==> src/rtl/bpu_pkg.sv <==
// Shared types for the IF-stage branch predictor: counter encodings, BTB entry
// layout and the 2-bit saturating counter update.
package bpu_pkg;

  localparam int BPU_XLEN     = 32;
  localparam int BPU_IDX_BITS = 4;
  localparam int BPU_TAG_W    = BPU_XLEN - BPU_IDX_BITS - 2;

  typedef enum logic [1:0] {
    SNT = 2'b00,
    WNT = 2'b01,
    WT  = 2'b10,
    ST  = 2'b11
  } cnt_e;

  typedef struct packed {
    logic                 valid;
    logic [BPU_TAG_W-1:0] tag;
    logic [BPU_XLEN-1:0]  target;
    cnt_e                 cnt;
  } bpu_entry_t;

  function automatic cnt_e sat_update(input cnt_e cnt, input logic taken);
    cnt_e r;
    r = cnt;
    if (taken && (cnt != ST))
      r = cnt_e'(cnt + 2'd1);
    else if (!taken && (cnt != SNT))
      r = cnt_e'(cnt - 2'd1);
    return r;
  endfunction

endpackage

==> src/rtl/bpu_btb_table.sv <==
// Direct-mapped BTB storage: one combinational lookup port and one
// read-modify-write training port. Lookup sees pre-edge contents on collision.
module bpu_btb_table
  import bpu_pkg::*;
#(
  parameter int         IDX_BITS = BPU_IDX_BITS,
  parameter logic [1:0] CNT_INIT = 2'b01
) (
  input  logic                 clk,
  input  logic                 rst,
  input  logic [IDX_BITS-1:0]  rd_idx,
  output bpu_entry_t           rd_entry,
  input  logic                 wr_en,
  input  logic [IDX_BITS-1:0]  wr_idx,
  input  logic [BPU_TAG_W-1:0] wr_tag,
  input  logic [BPU_XLEN-1:0]  wr_target,
  input  logic                 wr_taken,
  input  logic                 wr_jalx
);

  localparam int ENTRIES = 1 << IDX_BITS;

  bpu_entry_t mem [ENTRIES];
  bpu_entry_t cur;
  bpu_entry_t nxt;
  logic       cur_hit;
  logic       we;

  assign rd_entry = mem[rd_idx];
  assign cur      = mem[wr_idx];
  assign cur_hit  = cur.valid && (cur.tag == wr_tag);

  // Hits train in place; taken misses evict whatever occupies the slot.
  always_comb begin
    nxt = cur;
    we  = 1'b0;
    if (wr_en) begin
      if (cur_hit) begin
        we      = 1'b1;
        nxt.cnt = sat_update(cur.cnt, wr_taken);
        if (wr_taken)
          nxt.target = wr_target;
      end else if (wr_taken) begin
        we         = 1'b1;
        nxt.valid  = 1'b1;
        nxt.tag    = wr_tag;
        nxt.target = wr_target;
        nxt.cnt    = wr_jalx ? ST : cnt_e'(CNT_INIT);
      end
    end
  end

  always_ff @(posedge clk or posedge rst) begin
    if (rst) begin
      for (int i = 0; i < ENTRIES; i++) begin
        mem[i].valid  <= 1'b0;
        mem[i].tag    <= '0;
        mem[i].target <= '0;
        mem[i].cnt    <= cnt_e'(CNT_INIT);
      end
    end else if (we) begin
      mem[wr_idx] <= nxt;
    end
  end

endmodule

==> src/rtl/branch_predictor.sv <==
// IF-stage branch predictor: BTB lookup for the fetch PC, training from EX
// resolution, and mispredict/redirect generation. BPU_PERF_CNT_EN adds event counters.
module branch_predictor
  import bpu_pkg::*;
#(
  parameter int         DATA_WITDH = BPU_XLEN,
  parameter int         IDX_BITS   = BPU_IDX_BITS,
  parameter logic [1:0] CNT_INIT   = 2'b01
) (
  input  logic                  clk,
  input  logic                  rst,
  input  logic [DATA_WITDH-1:0] if_pc,
  output logic                  pred_hit,
  output logic                  pred_taken,
  output logic [DATA_WITDH-1:0] pred_target,
  input  logic                  ex_valid,
  input  logic [3:0]            ex_branch,
  input  logic                  ex_jalx,
  input  logic                  ex_taken,
  input  logic [DATA_WITDH-1:0] ex_pc,
  input  logic [DATA_WITDH-1:0] ex_target,
  input  logic                  ex_pred_taken,
  input  logic [DATA_WITDH-1:0] ex_pred_target,
  output logic                  mispredict,
  output logic [DATA_WITDH-1:0] redirect_pc
`ifdef BPU_PERF_CNT_EN
  ,
  output logic [31:0]           perf_branches,
  output logic [31:0]           perf_mispredicts
`endif
);

  logic       ctl;
  bpu_entry_t rd_entry;
  logic       unused_branch_bits;

  // Only bit 3 of the branch code matters here; the rest selects the compare op in EX.
  assign unused_branch_bits = &{1'b0, ex_branch[2:0]};

  assign ctl = ex_valid && (ex_branch[3] || ex_jalx);

  bpu_btb_table #(
    .IDX_BITS (IDX_BITS),
    .CNT_INIT (CNT_INIT)
  ) u_btb (
    .clk       (clk),
    .rst       (rst),
    .rd_idx    (if_pc[IDX_BITS+1:2]),
    .rd_entry  (rd_entry),
    .wr_en     (ctl),
    .wr_idx    (ex_pc[IDX_BITS+1:2]),
    .wr_tag    (ex_pc[DATA_WITDH-1:IDX_BITS+2]),
    .wr_target (ex_target),
    .wr_taken  (ex_taken),
    .wr_jalx   (ex_jalx)
  );

  assign pred_hit    = !rst && rd_entry.valid && (rd_entry.tag == if_pc[DATA_WITDH-1:IDX_BITS+2]);
  assign pred_taken  = pred_hit && rd_entry.cnt[1];
  assign pred_target = pred_taken ? rd_entry.target : if_pc + DATA_WITDH'(4);

  assign mispredict  = !rst && ctl &&
                       ((ex_pred_taken != ex_taken) ||
                        (ex_taken && (ex_pred_target != ex_target)));
  assign redirect_pc = (ex_taken && !rst) ? ex_target : ex_pc + DATA_WITDH'(4);

`ifdef BPU_PERF_CNT_EN
  always_ff @(posedge clk or posedge rst) begin
    if (rst) begin
      perf_branches    <= '0;
      perf_mispredicts <= '0;
    end else begin
      if (ctl)
        perf_branches <= perf_branches + 32'd1;
      if (mispredict)
        perf_mispredicts <= perf_mispredicts + 32'd1;
    end
  end
`endif

endmodule

==> config.mk <==
export PLATFORM = sky130hd
export DESIGN_NAME = branch_predictor
export DESIGN_NICKNAME = d
export VERILOG_FILES = /design/src/rtl/bpu_pkg.sv /design/src/rtl/bpu_btb_table.sv /design/src/rtl/branch_predictor.sv
export SDC_FILE = /design/constraint.sdc
export NUM_CORES = 2
export LEC_CHECK = 0
export ABC_AREA = 1
export ABC_CLOCK_PERIOD_IN_PS = 33100
export BUFFER_PORTS_ARGS = -buffer_cell sky130_fd_sc_hd__buf_2
export CAP_MARGIN = 20
export CELL_PAD_IN_SITES_DETAIL_PLACEMENT = 0
export CELL_PAD_IN_SITES_GLOBAL_PLACEMENT = 1
export CORE_MARGIN = 2
export CORE_UTILIZATION = 23
export DETAILED_ROUTE_END_ITERATION = 16
export PLACE_DENSITY_LB_ADDON = 0.1
export SYNTH_ARGS = -nofsm -noshare
export SYNTH_HDL_FRONTEND = slang
export SYNTH_HIERARCHICAL = 1
export SYNTH_SLANG_ARGS = --single-unit
==> constraint.sdc <==
create_clock -name clk -period 33.1 [get_ports clk]
set_input_delay 4.965 -clock clk [delete_from_list [all_inputs] [get_ports clk]]
set_output_delay 4.965 -clock clk [all_outputs]
set_load 0.005 [all_outputs]
==> flow_summary_export.csv <==
group,metric,value,unit
logic_synthesis,netlist_area,57400,sq um
place,io_buffers,201,
critical_path,critical-path-slowest-cell,"buf_4",
layout,largest_reg_flops,976,
place,hpwl,187000,um
routing,routed_wl,319000,um
timing,fin_skew,38.6,ps
die,die_h,504,um
critical_path,worstPathArrival,10380,ps
timing,holdWs,465,ps
critical_path,crit_path_frequent_cell,"nand2_1",
die,initial_utilization,0.231,
layout,multi_input_area,28800,sq um
critical_path,end_kind,"output pin",
timing,finalSetupTns,0,ps
power_and_ir_drop,power_switching,1.12,mW
die,io-pin-count,205,
outcome,run_status,"complete, no violations",
die,dieArea,254000,sq um
layout,final_nets,8159,
run,maxCapViolations,0,
power_and_ir_drop,p_int,2.33,mW
power_and_ir_drop,clkPwrFrac,0.431,
routing,vias,56935,
die,die_w,504,um
layout,fill_cells,27485,
critical_path,crit_path_start,"if_pc[3]",
clock_tree,postCtsHoldBufs,0,
timing,final_hold_viol_count,0,
die,core,248000,sq um
critical_path,startpoint_type,"input port",
routing,viasPerCell,4.97,
routing,avgRoutedWirePerCell,27.9,um
global_route,antenna_found_initial,20,
power_and_ir_drop,vdd_drop_max,53.0,uV
place,gp_congestion,0.853,
clock_tree,cts_tree,"done",
routing,final_antenna_net_count,0,
critical_path,crit_type,"input port to output pin",
worst_hold_path,hp-start,"u_btb/mem[670]$_DFFE_PP0P_",
layout,top_regs,"u_btb/mem x976",
timing,relSlewSlack,0.269,
clock_tree,post_cts_buffers,0,
clock_tree,cts_root_buf,"clkbuf_16",
logic_synthesis,syn-num-nets,8275,
layout,seq_area,24400,sq um
power_and_ir_drop,pwr-share-seq,0.404,
routing,drt-pass1-iter-count,5,
clock_tree,clkLatencyLatePin,810,ps
clock_tree,cts_buffer_depth,3,
timing,fmax,65.2,MHz
power_and_ir_drop,power_leakage,31.1,nW
clock_tree,htreeDepth,4,
power_and_ir_drop,pwr_density_cell,52.6,nW/um^2
timing,worst-slew-pin-transition,1090,ps
global_route,grt_remaining_overflow,0,
timing,rsz0062_at_grt,"false",
clock_tree,path_clk_slew,60,ps
clock_tree,clock-sinks,976,
routing,drc,0,
power_and_ir_drop,total_power,3.45,mW
routing,first_iter_violations,5208,
logic_synthesis,ys_warn_count,6,
layout,area_delta_synth_final,14.4,%
critical_path,crit_chain,"buf_8 -> buf_4 -> buf_4 -> buf_4 -> a21oi_1 -> o21ai_0 -> o21ai_0 -> o211ai_1 -> nand2_1 -> nand2_1 -> nand2_1 -> nor2_1 -> nand2_1 -> nor2_1 -> nand2_1 -> nor2_4 -> buf_4 -> nand2_4 -> nand2_1 -> nand2_1 -> buf_2",
critical_path,required,28130,ps
global_route,grt_max_degree,142,
place,postPlaceCellArea,61100,sq um
worst_hold_path,hold_path.class,"flip-flop to flip-flop",
layout,design_area,65600,sq um
logic_synthesis,netlist_instances,8133,
clock_tree,cts_resized,0,
die,rows,183,
critical_path,critPathMaxFanout,64,
timing,setup_viol,0,
timing,maxSlewViolCount,0,
timing,min_period,15350,ps
logic_synthesis,syn_avg_cell_area,7.06,sq um
global_route,grt_pass1_vias,54993,
power_and_ir_drop,combPwrFrac,0.165,
timing,period_share,0.464,
critical_path,r2r-start,"u_btb/mem[584]$_DFFE_PP0P_",
critical_path,slowest_delay,670,ps
global_route,grt_usage,0.246,
layout,largest-register,"u_btb/mem",
power_and_ir_drop,switching_share,0.324,
layout,drive_gt1_frac,0.0854,
place,place_ws,17730,ps
clock_tree,cts_made_buffers,133,
timing,setup_slack,17750,ps
global_route,grt_pass1_wl,445000,um
-- cell usage in the layout, fill, tap and decap left out, types with 20 or more instances in the layout --
| master | count |
|---|---|
| nand3_1 | 169 |
| nor2_1 | 490 |
| mux2i_1 | 92 |
| clkbuf_8 | 30 |
| o221ai_1 | 99 |
| buf_4 | 163 |
| o22ai_1 | 66 |
| a21oi_1 | 252 |
| inv_1 | 317 |
| dfrtp_1 | 960 |
| xor2_1 | 42 |
| clkbuf_16 | 136 |
| nor3_1 | 20 |
| o211ai_1 | 129 |
| a22oi_1 | 256 |
| o21ai_1 | 82 |
| inv_2 | 26 |
| buf_2 | 195 |
| clkbuf_1 | 28 |
| clkinv_2 | 24 |
| o21ai_0 | 966 |
| nand2_1 | 3357 |
-- final timing paths --
kind / endpoint / slack [ps] / depth (start not counted)
worst min-delay path: u_btb/mem[670]$_DFFE_PP0P_ / 470 / 2
max in group asynchronous: u_btb/mem[643]$_DFFE_PP0P_ / 25070 / 6
worst min register to register: u_btb/mem[670]$_DFFE_PP0P_ / 470 / 2
worst max-delay path: pred_target[4] / 17750 / 21
worst max register to register: u_btb/mem[592]$_DFFE_PP0P_ / 28240 / 20
min in group asynchronous: u_btb/mem[116]$_DFFE_PP0P_ / 4420 / 2
-- per-layer routing --
metal	track usage	wire, um
met1	0.337	145000
met2	0.403	147000
met4	0.0773	10600
met5	0	13
met3	0.0309	16100
-- stage by stage --
step | utilization | instances
final | 0.264 | 11456
after global routing | 0.264 | 11447
after CTS | 0.264 | 11442
after detailed placement | 0.246 | 11207
after global placement | 0.246 | 11192
after floorplan | - | 8133
-- critical path: cells and delay by family --
| family | cells | cell delay [ps] |
|---|---|---|
| buffers and inverters | 6 | 2760 |
| and+or+nand+nor | 11 | 1880 |
| AOI/OAI and AO/OA | 4 | 540 |
-- power groups by stage --
stage	registers [mW]	logic, mW	clock network (mW)
after floorplan	1.39	0.345	0
after global placement	1.41	0.566	0
after detailed placement	1.41	0.572	0
after CTS	1.39	0.573	1.54
after global routing	1.41	0.630	1.58
final	1.39	0.571	1.49
-- final cells by class --
cell class,instances,area share
inverters,353,0.0209
clock buffers,193,0.0595
diodes,9,0.000343
flip-flops and latches,976,0.372
multi-input cells,6179,0.438
well taps,3330,0.0635
clock inverters,42,0.00751
repair buffers,374,0.0374
Note: power is estimated with default switching activity, not from simulation.
